<file path="src/rtl/song_sequencer.sv">
// Rhythm-game playback controller. It divides the system clock down to beat
// ticks, runs an optional count-in, then steps through the song beats.
// Pause/resume and abort are supported, and a level finish flag is raised
// once the last beat has played.
module song_sequencer #(
    parameter int unsigned BEAT_DIV   = 6000000,
    parameter int unsigned SONG_BEATS = 64,
    parameter int unsigned COUNT_IN   = 4,
    localparam int unsigned DIV_W     = $clog2(BEAT_DIV),
    localparam int unsigned CL_W      = (COUNT_IN > 0) ? $clog2(COUNT_IN + 1) : 1,
    localparam int unsigned IDX_W     = (SONG_BEATS > 1) ? $clog2(SONG_BEATS) : 1
) (
    input  logic             clk,
    input  logic             rst,
    input  logic             start,
    input  logic             pause,
    input  logic             abort,
    output logic             count_pulse,
    output logic [CL_W-1:0]  count_left,
    output logic             beat_pulse,
    output logic [IDX_W-1:0] beat_idx,
    output logic             playing,
    output logic             paused,
    output logic             finish
);

    localparam logic [DIV_W-1:0] DIV_LAST = DIV_W'(BEAT_DIV - 1);
    localparam logic [CL_W-1:0]  CL_INIT  = CL_W'(COUNT_IN);
    localparam logic [IDX_W-1:0] IDX_LAST = IDX_W'(SONG_BEATS - 1);

    typedef enum logic [2:0] {
        IDLE    = 3'd0,
        COUNTIN = 3'd1,
        PLAY    = 3'd2,
        PAUSE   = 3'd3,
        DONE    = 3'd4
    } state_t;

    state_t            state_q, state_d;
    logic [DIV_W-1:0]  div_q, div_d;
    logic [CL_W-1:0]   count_left_q, count_left_d;
    logic [IDX_W-1:0]  beat_idx_q, beat_idx_d;
    // Set once the first song beat has played; the first beat keeps index 0.
    logic              beat_seen_q, beat_seen_d;
    logic              count_pulse_q, count_pulse_d;
    logic              beat_pulse_q, beat_pulse_d;
    logic              playing_q, playing_d;
    logic              paused_q, paused_d;
    logic              finish_q, finish_d;
    logic              tick;

    // Next-state and next-output logic; abort outranks pause, pause outranks tick.
    always_comb begin
        state_d       = state_q;
        div_d         = div_q;
        count_left_d  = count_left_q;
        beat_idx_d    = beat_idx_q;
        beat_seen_d   = beat_seen_q;
        count_pulse_d = 1'b0;
        beat_pulse_d  = 1'b0;
        tick          = 1'b0;

        if (abort) begin
            state_d      = IDLE;
            div_d        = '0;
            count_left_d = '0;
            beat_idx_d   = '0;
            beat_seen_d  = 1'b0;
        end else begin
            unique case (state_q)
                IDLE, DONE: begin
                    div_d = '0;
                    if (start) begin
                        beat_idx_d  = '0;
                        beat_seen_d = 1'b0;
                        if (COUNT_IN == 0) begin
                            state_d = PLAY;
                        end else begin
                            state_d      = COUNTIN;
                            count_left_d = CL_INIT;
                        end
                    end
                end
                COUNTIN: begin
                    tick  = (div_q == DIV_LAST);
                    div_d = tick ? '0 : div_q + DIV_W'(1);
                    if (tick) begin
                        count_pulse_d = 1'b1;
                        count_left_d  = count_left_q - CL_W'(1);
                        if (count_left_q == CL_W'(1)) begin
                            state_d     = PLAY;
                            beat_idx_d  = '0;
                            beat_seen_d = 1'b0;
                        end
                    end
                end
                PLAY: begin
                    if (pause) begin
                        // Prescaler freezes so a suppressed tick fires right after resume.
                        state_d = PAUSE;
                    end else begin
                        tick  = (div_q == DIV_LAST);
                        div_d = tick ? '0 : div_q + DIV_W'(1);
                        if (tick) begin
                            beat_pulse_d = 1'b1;
                            beat_seen_d  = 1'b1;
                            if (beat_seen_q) begin
                                beat_idx_d = beat_idx_q + IDX_W'(1);
                            end
                            if (beat_idx_d == IDX_LAST) begin
                                state_d = DONE;
                            end
                        end
                    end
                end
                PAUSE: begin
                    if (pause) begin
                        state_d = PLAY;
                    end
                end
                default: begin
                    state_d = IDLE;
                end
            endcase
        end

        playing_d = (state_d == PLAY);
        paused_d  = (state_d == PAUSE);
        finish_d  = (state_d == DONE);
    end

    // State, counter and output registers with synchronous reset.
    always_ff @(posedge clk) begin
        if (rst) begin
            state_q       <= IDLE;
            div_q         <= '0;
            count_left_q  <= '0;
            beat_idx_q    <= '0;
            beat_seen_q   <= 1'b0;
            count_pulse_q <= 1'b0;
            beat_pulse_q  <= 1'b0;
            playing_q     <= 1'b0;
            paused_q      <= 1'b0;
            finish_q      <= 1'b0;
        end else begin
            state_q       <= state_d;
            div_q         <= div_d;
            count_left_q  <= count_left_d;
            beat_idx_q    <= beat_idx_d;
            beat_seen_q   <= beat_seen_d;
            count_pulse_q <= count_pulse_d;
            beat_pulse_q  <= beat_pulse_d;
            playing_q     <= playing_d;
            paused_q      <= paused_d;
            finish_q      <= finish_d;
        end
    end

    assign count_pulse = count_pulse_q;
    assign count_left  = count_left_q;
    assign beat_pulse  = beat_pulse_q;
    assign beat_idx    = beat_idx_q;
    assign playing     = playing_q;
    assign paused      = paused_q;
    assign finish      = finish_q;

endmodule

</file>
<file path="config.mk">
export PLATFORM = sky130hd
export DESIGN_NAME = song_sequencer
export DESIGN_NICKNAME = d
export VERILOG_FILES = /design/src/rtl/song_sequencer.sv
export SDC_FILE = /design/constraint.sdc
export NUM_CORES = 1
export LEC_CHECK = 0
export ABC_CLOCK_PERIOD_IN_PS = 5000
export BUFFER_PORTS_ARGS = -buffer_cell sky130_fd_sc_hd__buf_2
export CORE_MARGIN = 2
export CORE_UTILIZATION = 60
export CTS_CLUSTER_SIZE = 10
export DETAILED_ROUTE_END_ITERATION = 10
export MAX_ROUTING_LAYER = met4
export PLACE_DENSITY = 0.87
export SYNTH_ARGS = -nofsm -noshare
export SYNTH_HDL_FRONTEND = slang
export SYNTH_SLANG_ARGS = --single-unit
</file>
<file path="constraint.sdc">
create_clock -name clk -period 5 [get_ports clk]
set_input_delay 0.75 -clock clk [delete_from_list [all_inputs] [get_ports clk]]
set_output_delay 0.75 -clock clk [all_outputs]
set_load 0.02 [all_outputs]
</file>
; Yosys cells after proc, flatten, opt, wreduce, memory -nomap -nowiden
; Index checks and enable logic that the tools add are counted.
[op_classes]
mux = 33
n_eq_ne = 15
n_bitwise = 2
add_sub_neg = 3
n_reduce_logical = 10
[op_table]
columns = operator, count
row1 = case mux 23 bit (3 select lines), 1
row2 = two-way mux 6 bit, 10
row3 = two-way mux 23 bit, 2
row4 = two-way mux 3 bit, 10
row5 = adder 23 x 1 -> 23 bit (second input constant), 1
row6 = equality test 23 bit (second input constant), 1
row7 = case mux 6 bit (3 select lines), 1
row8 = equality test 3 x 2 -> 1 bit (second input constant), 4
row9 = case mux 3 bit (4 select lines), 1
row10 = != test 2 bit (second input constant), 5
row11 = adder 6 x 1 -> 6 bit (second input constant), 1
row12 = equality test 3 x 1 -> 1 bit (second input constant), 2
row13 = equality test 3 bit (second input constant), 2
row14 = equality test 6 bit (second input constant), 1
row15 = two-way mux 1 bit, 6
row16 = case mux 3 bit (2 select lines), 1
row17 = AND reduction 6 bit, 1
row18 = OR reduction 2 bit, 2
row19 = OR reduction 4 bit, 1
row20 = logical NOT 3 bit, 1
row21 = case mux 1 bit (3 select lines), 1
row22 = AND reduction 3 bit, 1
row23 = nonzero test 3 bit, 1
row24 = OR reduction 3 bit, 1
row25 = 4 further kinds, 5
[totals]
register_bits = 41
out_inout_bits = 14
wordCells = 73
in_bits = 5

; Longest topological paths before layout
; Gate-level depths: netlist of the first run.
[logic_depth]
ltp_word = 13
ltp_mapped = 7
ltp_nobuf = 7

; Least setup slack after synthesis of the first run
; No wires, ideal clock.
[synth_timing]
path_kind = in2reg
from = in pause
to = reg div_q[11]
cell_stages = 6
required_ns = 4.930
path_buffers = 1
path_slack_ns = 2.483
arrival_ns = 2.447
setup_time_ns = 0.070
cell_sequence = o21a_1 -> or3_1 -> buf_6 -> or3_4 -> or4b_1 -> a21oi_1
[synth_between]
elab_chain_cells = 2
[synth_rtl]
columns = item, line_no
row1 = from (decl), 16  ; input logic pause,
row2 = != test 2 bit (no source line), n/a
row3 = AND reduction 2 bit (no source line), n/a
row4 = to (signal assigned), 147  ; div_q <= div_d;
row5 = to (decl), 40  ; logic [DIV_W-1:0] div_q, div_d;
; No other way between the ends.
; A chain may end at the register's enable or synchronous reset.

; Final worst setup path of the first run
[layout_timing]
from = reg div_q[0]
to = reg div_q[17]
[layout_between]
elab_chain_cells = 4
elab_cells_between_ends = 5
classes_between = add/sub (1) / eq/ne (1) / mux (3)
[layout_rtl]
columns = item, line_no
row1 = adder 23 x 1 -> 23 bit or equality test 23 bit (tied branches), n/a
row2 = two-way mux 23 bit *, "86, 103"
row3 = two-way mux 23 bit, 98  ; if (pause) begin
row4 = case mux 23 bit (3 select lines) *, 70  ; unique case (state_q)
; Mark *: on every way between the ends. The rest lies on a longest branch, timed or not. The select of a mux whose other input is x is not followed.

==> results.sh, run 1 <==
export IMPL_status="complete, no violations"
export IMPL_worst_pin_slew_ns=0.867
export IMPL_cts_buffers=5
export IMPL_synth_compound_area_share_pct=12.1
export IMPL_post_cts_resize_count=0
export IMPL_n_fill_cell=298
export IMPL_internal_power_mw=0.401
export IMPL_reg2reg_depth=6
export IMPL_synth_async_reset_ratio_pct=0
export IMPL_antenna_left=0
export IMPL_critPathLaunchType="flop"
export IMPL_synth_simple_area_share_pct=33.0
export IMPL_initialDrtViolationCount=87
export IMPL_synthMuxAreaShare_pct=0.471
export IMPL_syn_nets=270
export IMPL_slew_headroom_pct=42.2
export IMPL_syn_to_final_growth_pct=5.59
export IMPL_comb_power_share_pct=3.8
export IMPL_multiInputGateArea_um2=1200
export IMPL_peakVddDrop_mv=0.149
export IMPL_dieWidth_um=63.5
export IMPL_synth_edff_count=0
export IMPL_insertion_delay_ns=0.36
export IMPL_critPathMaxStageDelay_ns=0.72
export IMPL_place_congestion=0.850
export IMPL_synth_seq_area_share_pct=38.6
export IMPL_syn_area_um2=2130
export IMPL_diodes=0
export IMPL_drv_slew=0
export IMPL_fin_worst_skew_ns=0.0155
export IMPL_power_switching_mw=0.121
export IMPL_synth_seq_cells=41
export IMPL_worstSetupPathType="flop to flop"
export IMPL_pin_count=19
export IMPL_avgSynthCellArea_um2=8.15
export IMPL_post_cts_buffers=0
export IMPL_synth_top_family_by_area="simple AND/OR/NAND/NOR gates"
export IMPL_io_buffers=18
export IMPL_layout_nets=280
export IMPL_drive_gt1_share_pct=12.2
export IMPL_cts_max_path_buffers=2
export IMPL_power_frac_seq_pct=63.2
export IMPL_placed_cells=310
export IMPL_synth_adder_area_share_pct=2.35
export IMPL_synthXorXnorAreaFrac_pct=8.65
export IMPL_p_per_area_nw_per_um2=232
export IMPL_stdcell_area_um2=2250
export IMPL_worstPathCellList="ha_1 -> nand4_1 -> nor4_2 -> a31oi_1 -> o21ai_2 -> nor2_1"
export IMPL_ys_flop_type="dfxtp_1"
export IMPL_cts_root_buf="clkbuf_4"
export IMPL_dr_pass1_iters=4
export IMPL_initial_utilization_pct=63.2
export IMPL_synth_warnings=0
export IMPL_avgRoutedWirePerCell_um=14.0
export IMPL_hp_class="flop to flop"
export IMPL_grt_pass1_wl_um=7460
export IMPL_cts_sinks=41
export IMPL_hold_buffers=0
export IMPL_syn_inst=261
export IMPL_hpwlAfterDp_um=3090
export IMPL_fp_dieArea_um2=4040
export IMPL_leakagePower_nw=0.715
export IMPL_grt_ovfl_total=0
export IMPL_whs_path_depth=2
export IMPL_cp_data_arrival_time_ns=2.86
export IMPL_layout_min_cycle_time_ns=2.65
export IMPL_p_total_mw=0.522
export IMPL_vias_per_cell=6.02
export IMPL_worstPathMaxFanout=22
export IMPL_seqCellArea_um2=821
export IMPL_grt_pass1_vias=1647
export IMPL_swShare_pct=23.2
export IMPL_final_common_cell="nor2_1"
export IMPL_layout_common_cells="nor2_1, dfxtp_1, nand2_1"
export IMPL_p_clk_share_pct=33.0
export IMPL_grt_usage_pct=23.9
export IMPL_setup_viol=0
export IMPL_detailed_place_area_um2=2190
export IMPL_drc=0
export IMPL_cts_tree="yes"
export IMPL_synth_distinct_cells=46
export IMPL_endpoint_kind="flop"
export IMPL_final_hold_viol_count=0
export IMPL_drt_wl_total_um=4450
export IMPL_fmax_ghz=0.377
export IMPL_rows=21
export IMPL_slowest_stage="o21ai_2"
export IMPL_vias=1907
export IMPL_hold_ws_ns=0.527
export IMPL_rsz0062_at_grt="no"
export IMPL_setup_tns_ns=0
export IMPL_die_height_um=63.5
export IMPL_core_area_um2=3360
export IMPL_fin_cells=317
export IMPL_cp_required_ns=5.21
export IMPL_grt_max_degree=23
export IMPL_clkTransAtPathRegs_ns=0.12
export IMPL_grt_antenna_before_repair=0
export IMPL_ctsHtreeMaxLevel=2
export IMPL_drv_cap=0
export IMPL_layout_worst_path_cycle_share_pct=53.0
[path summary, 6_finish.rpt]
check | from | endpoint | slack (ns)
hold reg to reg | count_left[0]$_SDFFE_PP0P_ | count_left[0]$_SDFFE_PP0P_ | 0.53
setup reg to reg | div_q[0]$_SDFFE_PP0P_ | div_q[17]$_SDFFE_PP0P_ | 2.35
setup / recovery | div_q[0]$_SDFFE_PP0P_ | div_q[17]$_SDFFE_PP0P_ | 2.35
hold / removal | count_left[0]$_SDFFE_PP0P_ | count_left[0]$_SDFFE_PP0P_ | 0.53
[synthesized netlist by cell type (2+ instances only)]
cell type	instances	area share (%)
a21oi_1	15	3.5
a311oi_1	5	2.1
a31oi_1	7	2.1
and2_1	2	0.59
and3_1	4	1.2
and4_1	5	2.1
clkbuf_1	11	1.9
clkbuf_8	2	1.3
dfxtp_1	41	39
ha_1	4	2.4
inv_1	5	0.88
nand2_1	20	3.5
nand2b_1	2	0.59
nand3_1	16	3.8
nand4_1	9	2.6
nor2_1	42	7.4
nor3_1	9	2.1
nor3b_1	2	0.71
nor4_1	6	1.8
nor4b_1	2	0.82
o21a_1	3	1.1
o21ai_0	3	0.71
or2_2	2	0.59
or3_1	2	0.59
or4_1	2	0.71
xnor2_1	16	6.6
xor2_1	5	2.1
[logic make-up after synthesis]
| group | Yosys count |
|---|---|
| DFF | 41 |
| adders and majority gates | 4 |
| buffers and inverters | 20 |
| xor gates and xnor gates | 21 |
| muxes | 1 |
| AOI/OAI and AO/OA | 40 |
| and+or+nand+nor | 134 |
[flip-flops by register name, indices dropped and copies added, names as in the netlist]
signal and cells:
count_pulse 1, beat_pulse 1, paused 1, count_left 3, finish 1, playing 1, beat_seen_q 1, beat_idx 6
div_q 23, state_q 3
[per-layer routing]
metal | vias to the layer above | GRT usage [%] | part of all wire, %
met5 | - | - | 0
met2 | 44 | 37.2 | 47
met4 | 0 | 9.78 | 1.6
met1 | 895 | 29.5 | 47
met3 | 8 | 6.07 | 3.9
li1 | 960 | - | -
[cell type report]
type | count | share of cell area (%)
clock buffer | 7 | 2.45
inverter | 5 | 0.836
multi-input combinational | 200 | 53.6
sequential | 41 | 36.5
tap | 46 | 2.56
timing repair buffer | 18 | 4.01
[through the flow]
step | setup slack [ns] | util [%]
2_1_floorplan | 2.48 | -
3_3_place_gp | 2.28 | 65.1
3_5_place_dp | 2.22 | 65.1
4_1_cts | 2.36 | 66.8
5_1_grt | 2.07 | 66.8
6_report | 2.35 | 66.8
[power by group through the flow]
stage               sequential [mW]  clock (mW)  combinational (mW)
finish                        0.330       0.172              0.0200
global route                  0.330       0.183              0.0217
CTS                           0.330       0.175              0.0195
detailed placement            0.337           0              0.0194
global placement              0.337           0              0.0188
floorplan                     0.336           0              0.0148
[worst max-delay path, delay by kind of cell (launching register included)]
kind / cells / cell delay (ns)
compound gates: 2 / 0.92
fa+ha+maj: 1 / 0.23
flops: 1 / 0.39
simple gates: 3 / 0.96
(Power assumes the default switching activity.)
==> run 2, diff against run 1 <==
==> config.mk (replaced) <==
export PLATFORM = sky130hd
export DESIGN_NAME = song_sequencer
export DESIGN_NICKNAME = d
export VERILOG_FILES = /design/src/rtl/song_sequencer.sv
export SDC_FILE = /design/constraint.sdc
export NUM_CORES = 1
export LEC_CHECK = 0
export ABC_CLOCK_PERIOD_IN_PS = 2600
export BUFFER_PORTS_ARGS = -buffer_cell sky130_fd_sc_hd__buf_2
export CORE_MARGIN = 2
export CORE_UTILIZATION = 58
export CTS_CLUSTER_SIZE = 10
export DETAILED_ROUTE_END_ITERATION = 10
export MAX_ROUTING_LAYER = met4
export PLACE_DENSITY = 0.85
export SYNTH_ARGS = -nofsm -noshare
export SYNTH_HDL_FRONTEND = slang
export SYNTH_SLANG_ARGS = --single-unit
==> constraint.sdc (replaced) <==
create_clock -name clk -period 2.6 [get_ports clk]
set_input_delay 0.39 -clock clk [delete_from_list [all_inputs] [get_ports clk]]
set_output_delay 0.39 -clock clk [all_outputs]
set_load 0.02 [all_outputs]
==> run 2 against run 1 <==
Compared with the run above:
- final cell count increased by 2.2%
- via count decreased by 3.6%
- combinational power increased by 110%
- wire length decreased by 4.5%
- clock skew decreased by 0.0097 ns
- highest routed layer unchanged
- critical path depth unchanged
- critical endpoint is now div_q[22]$_SDFFE_PP0P_
==> results.sh, run 2 (synthesis gave the netlist of run 1 again) <==
export IMPL_antenna_left=0
export IMPL_path_buf_inv=0
export IMPL_cts_root_buf="clkbuf_8"
export IMPL_fin_worst_skew_ns=0.00577
export IMPL_clkTransAtPathRegs_ns=0.08
export IMPL_cts_buffers=5
export IMPL_cts_max_path_buffers=2
export IMPL_ff2ff_setup_slack_ns=0.34
export IMPL_place_congestion=0.849
export IMPL_worst_pin_slew_ns=0.662
export IMPL_fmax_ghz=0.442
export IMPL_grt_ovfl_total=0
export IMPL_grt_max_degree=23
export IMPL_grt_usage_pct=24.2
export IMPL_worstSetupPathDepth=6
export IMPL_rows=22
export IMPL_regToRegEndpoint="div_q[22]$_SDFFE_PP0P_"
export IMPL_post_cts_buffers=0
export IMPL_drc=0
export IMPL_dr_pass1_iters=4
export IMPL_final_common_cell="nor2_1"
export IMPL_critPathMaxStageDelay_ns=0.79
export IMPL_regMostFlops="div_q"
export IMPL_setup_tns_ns=0
export IMPL_syn_to_final_growth_pct=8.94
export IMPL_hp_class="input port to flop"
export IMPL_worstPathCellList="ha_1 -> nand4_1 -> or4_2 -> nor4_1 -> xnor2_1 -> nor2_1"
export IMPL_avgRoutedWirePerCell_um=13.1
export IMPL_dieWidth_um=64.6
export IMPL_slowest_stage="or4_2"
export IMPL_drv_cap=0
export IMPL_drive_gt1_share_pct=13.8
export IMPL_worstPathMaxFanout=7
export IMPL_layout_worst_path_cycle_share_pct=87.0
export IMPL_critPathLaunchType="flop"
export IMPL_pin_count=19
export IMPL_setup_viol=0
export IMPL_layout_nets=285
export IMPL_slew_headroom_pct=55.5
export IMPL_fin_util_pct=64.3
export IMPL_layout_common_cells="nor2_1, dfxtp_1, nand2_1"
export IMPL_largest_reg_flops=23
export IMPL_grt_pass1_wl_um=7830
export IMPL_cts_tree="yes"
export IMPL_drv_slew=0
export IMPL_worstSetupPathType="flop to flop"
export IMPL_diodes=0
export IMPL_vias=1839
export IMPL_grt_pass1_vias=1741
export IMPL_post_cts_resize_count=0
export IMPL_hold_buffers=0
export IMPL_worstReg2RegStart="div_q[0]$_SDFFE_PP0P_"
export IMPL_io_buffers=18
export IMPL_vias_per_cell=5.68
export IMPL_rsz0062_at_grt="no"
export IMPL_hpwlAfterDp_um=3070
export IMPL_p_per_area_nw_per_um2=469
export IMPL_die_height_um=64.6
export IMPL_core_area_um2=3610
export IMPL_layout_min_cycle_time_ns=2.26
export IMPL_fin_cells=324
export IMPL_placed_cells=317
export IMPL_insertion_delay_ns=0.29
export IMPL_cp_required_ns=2.78
export IMPL_leakagePower_nw=0.751
export IMPL_status="complete, no violations"
export IMPL_initial_utilization_pct=59.0
export IMPL_cpLargestDelayFamily="simple AND/OR/NAND/NOR gates"
export IMPL_fp_dieArea_um2=4170
export IMPL_cp_data_arrival_time_ns=2.44
export IMPL_drt_wl_total_um=4250
export IMPL_ctsHtreeMaxLevel=2
export IMPL_reg2reg_depth=6
export IMPL_initialDrtViolationCount=114
export IMPL_cp_endpoint="div_q[22]$_SDFFE_PP0P_"
export IMPL_peakVddDrop_mv=0.342
export IMPL_crit_start="div_q[0]$_SDFFE_PP0P_"
export IMPL_endpoint_kind="flop"
export IMPL_grt_antenna_before_repair=0
export IMPL_final_hold_viol_count=0
export IMPL_cts_sinks=41
==> run 2: cell types whose count changed in the layout (fill, tap and decap cells not counted) <==
cell,delta
buf_4,+5
clkbuf_4,-5
clkbuf_8,+5
==> run 2: how the worst min path moves through the flow <==
stage                                      start                endpoint  slack, ns  cells after the start
after detailed placement  div_q[21]$_SDFFE_PP0P_  div_q[21]$_SDFFE_PP0P_       0.49                      2
after CTS                                  abort      playing$_SDFF_PP0_       0.28                      2
after floorplan           div_q[21]$_SDFFE_PP0P_  div_q[21]$_SDFFE_PP0P_       0.46                      2
final                                      abort      playing$_SDFF_PP0_       0.29                      2
after global placement    div_q[21]$_SDFFE_PP0P_  div_q[21]$_SDFFE_PP0P_       0.48                      2
after global routing                         rst      playing$_SDFF_PP0_       0.29                      2
==> run 2: cell type report <==
cell class                      count  area (µm²)
Fill cell                         324        1290
Sequential cell                    41         821
Clock buffer                        7        86.3
Tap cell                           48        60.1
Timing Repair Buffer               23         128
Inverter                            5        18.8
Multi-Input combinational cell    200        1200
==> run 2: per-stage QoR <==
stage               power (mW)  setup WS, ns  area (µm²)  hold slack, ns
floorplan                0.676         0.443        2130           0.464
global placement         0.686         0.389        2230           0.478
detailed placement       0.687         0.335        2230           0.491
CTS                       1.09         0.331        2320           0.279
global route              1.13         0.160        2320           0.295
finish                    1.09         0.337        2320           0.285
==> run 2: routing by layer <==
layer | GRT usage (%) | share of wire [%]
met2 | 36.5 | 45
met5 | - | 0
met1 | 31.5 | 50
met3 | 6.25 | 3.7
met4 | 9.04 | 0.94
==> run 2: report_power, final <==
group / switching [mW] / total, mW / leakage, nW / internal (mW)
Sequential: 0.00158 / 0.631 / 0.330 / 0.629
Combinational: 0.0268 / 0.0418 / 0.376 / 0.0150
Clock: 0.204 / 0.415 / 0.0443 / 0.211
==> run 2: worst reg2reg max path: cells and delay by family (launching register included) <==
kind	cells	cell delay [ns]
adder cells (fa/ha/maj)	1	0.23
flip-flops	1	0.38
XOR/XNOR	1	0.17
AND/OR/NAND/NOR	4	1.38
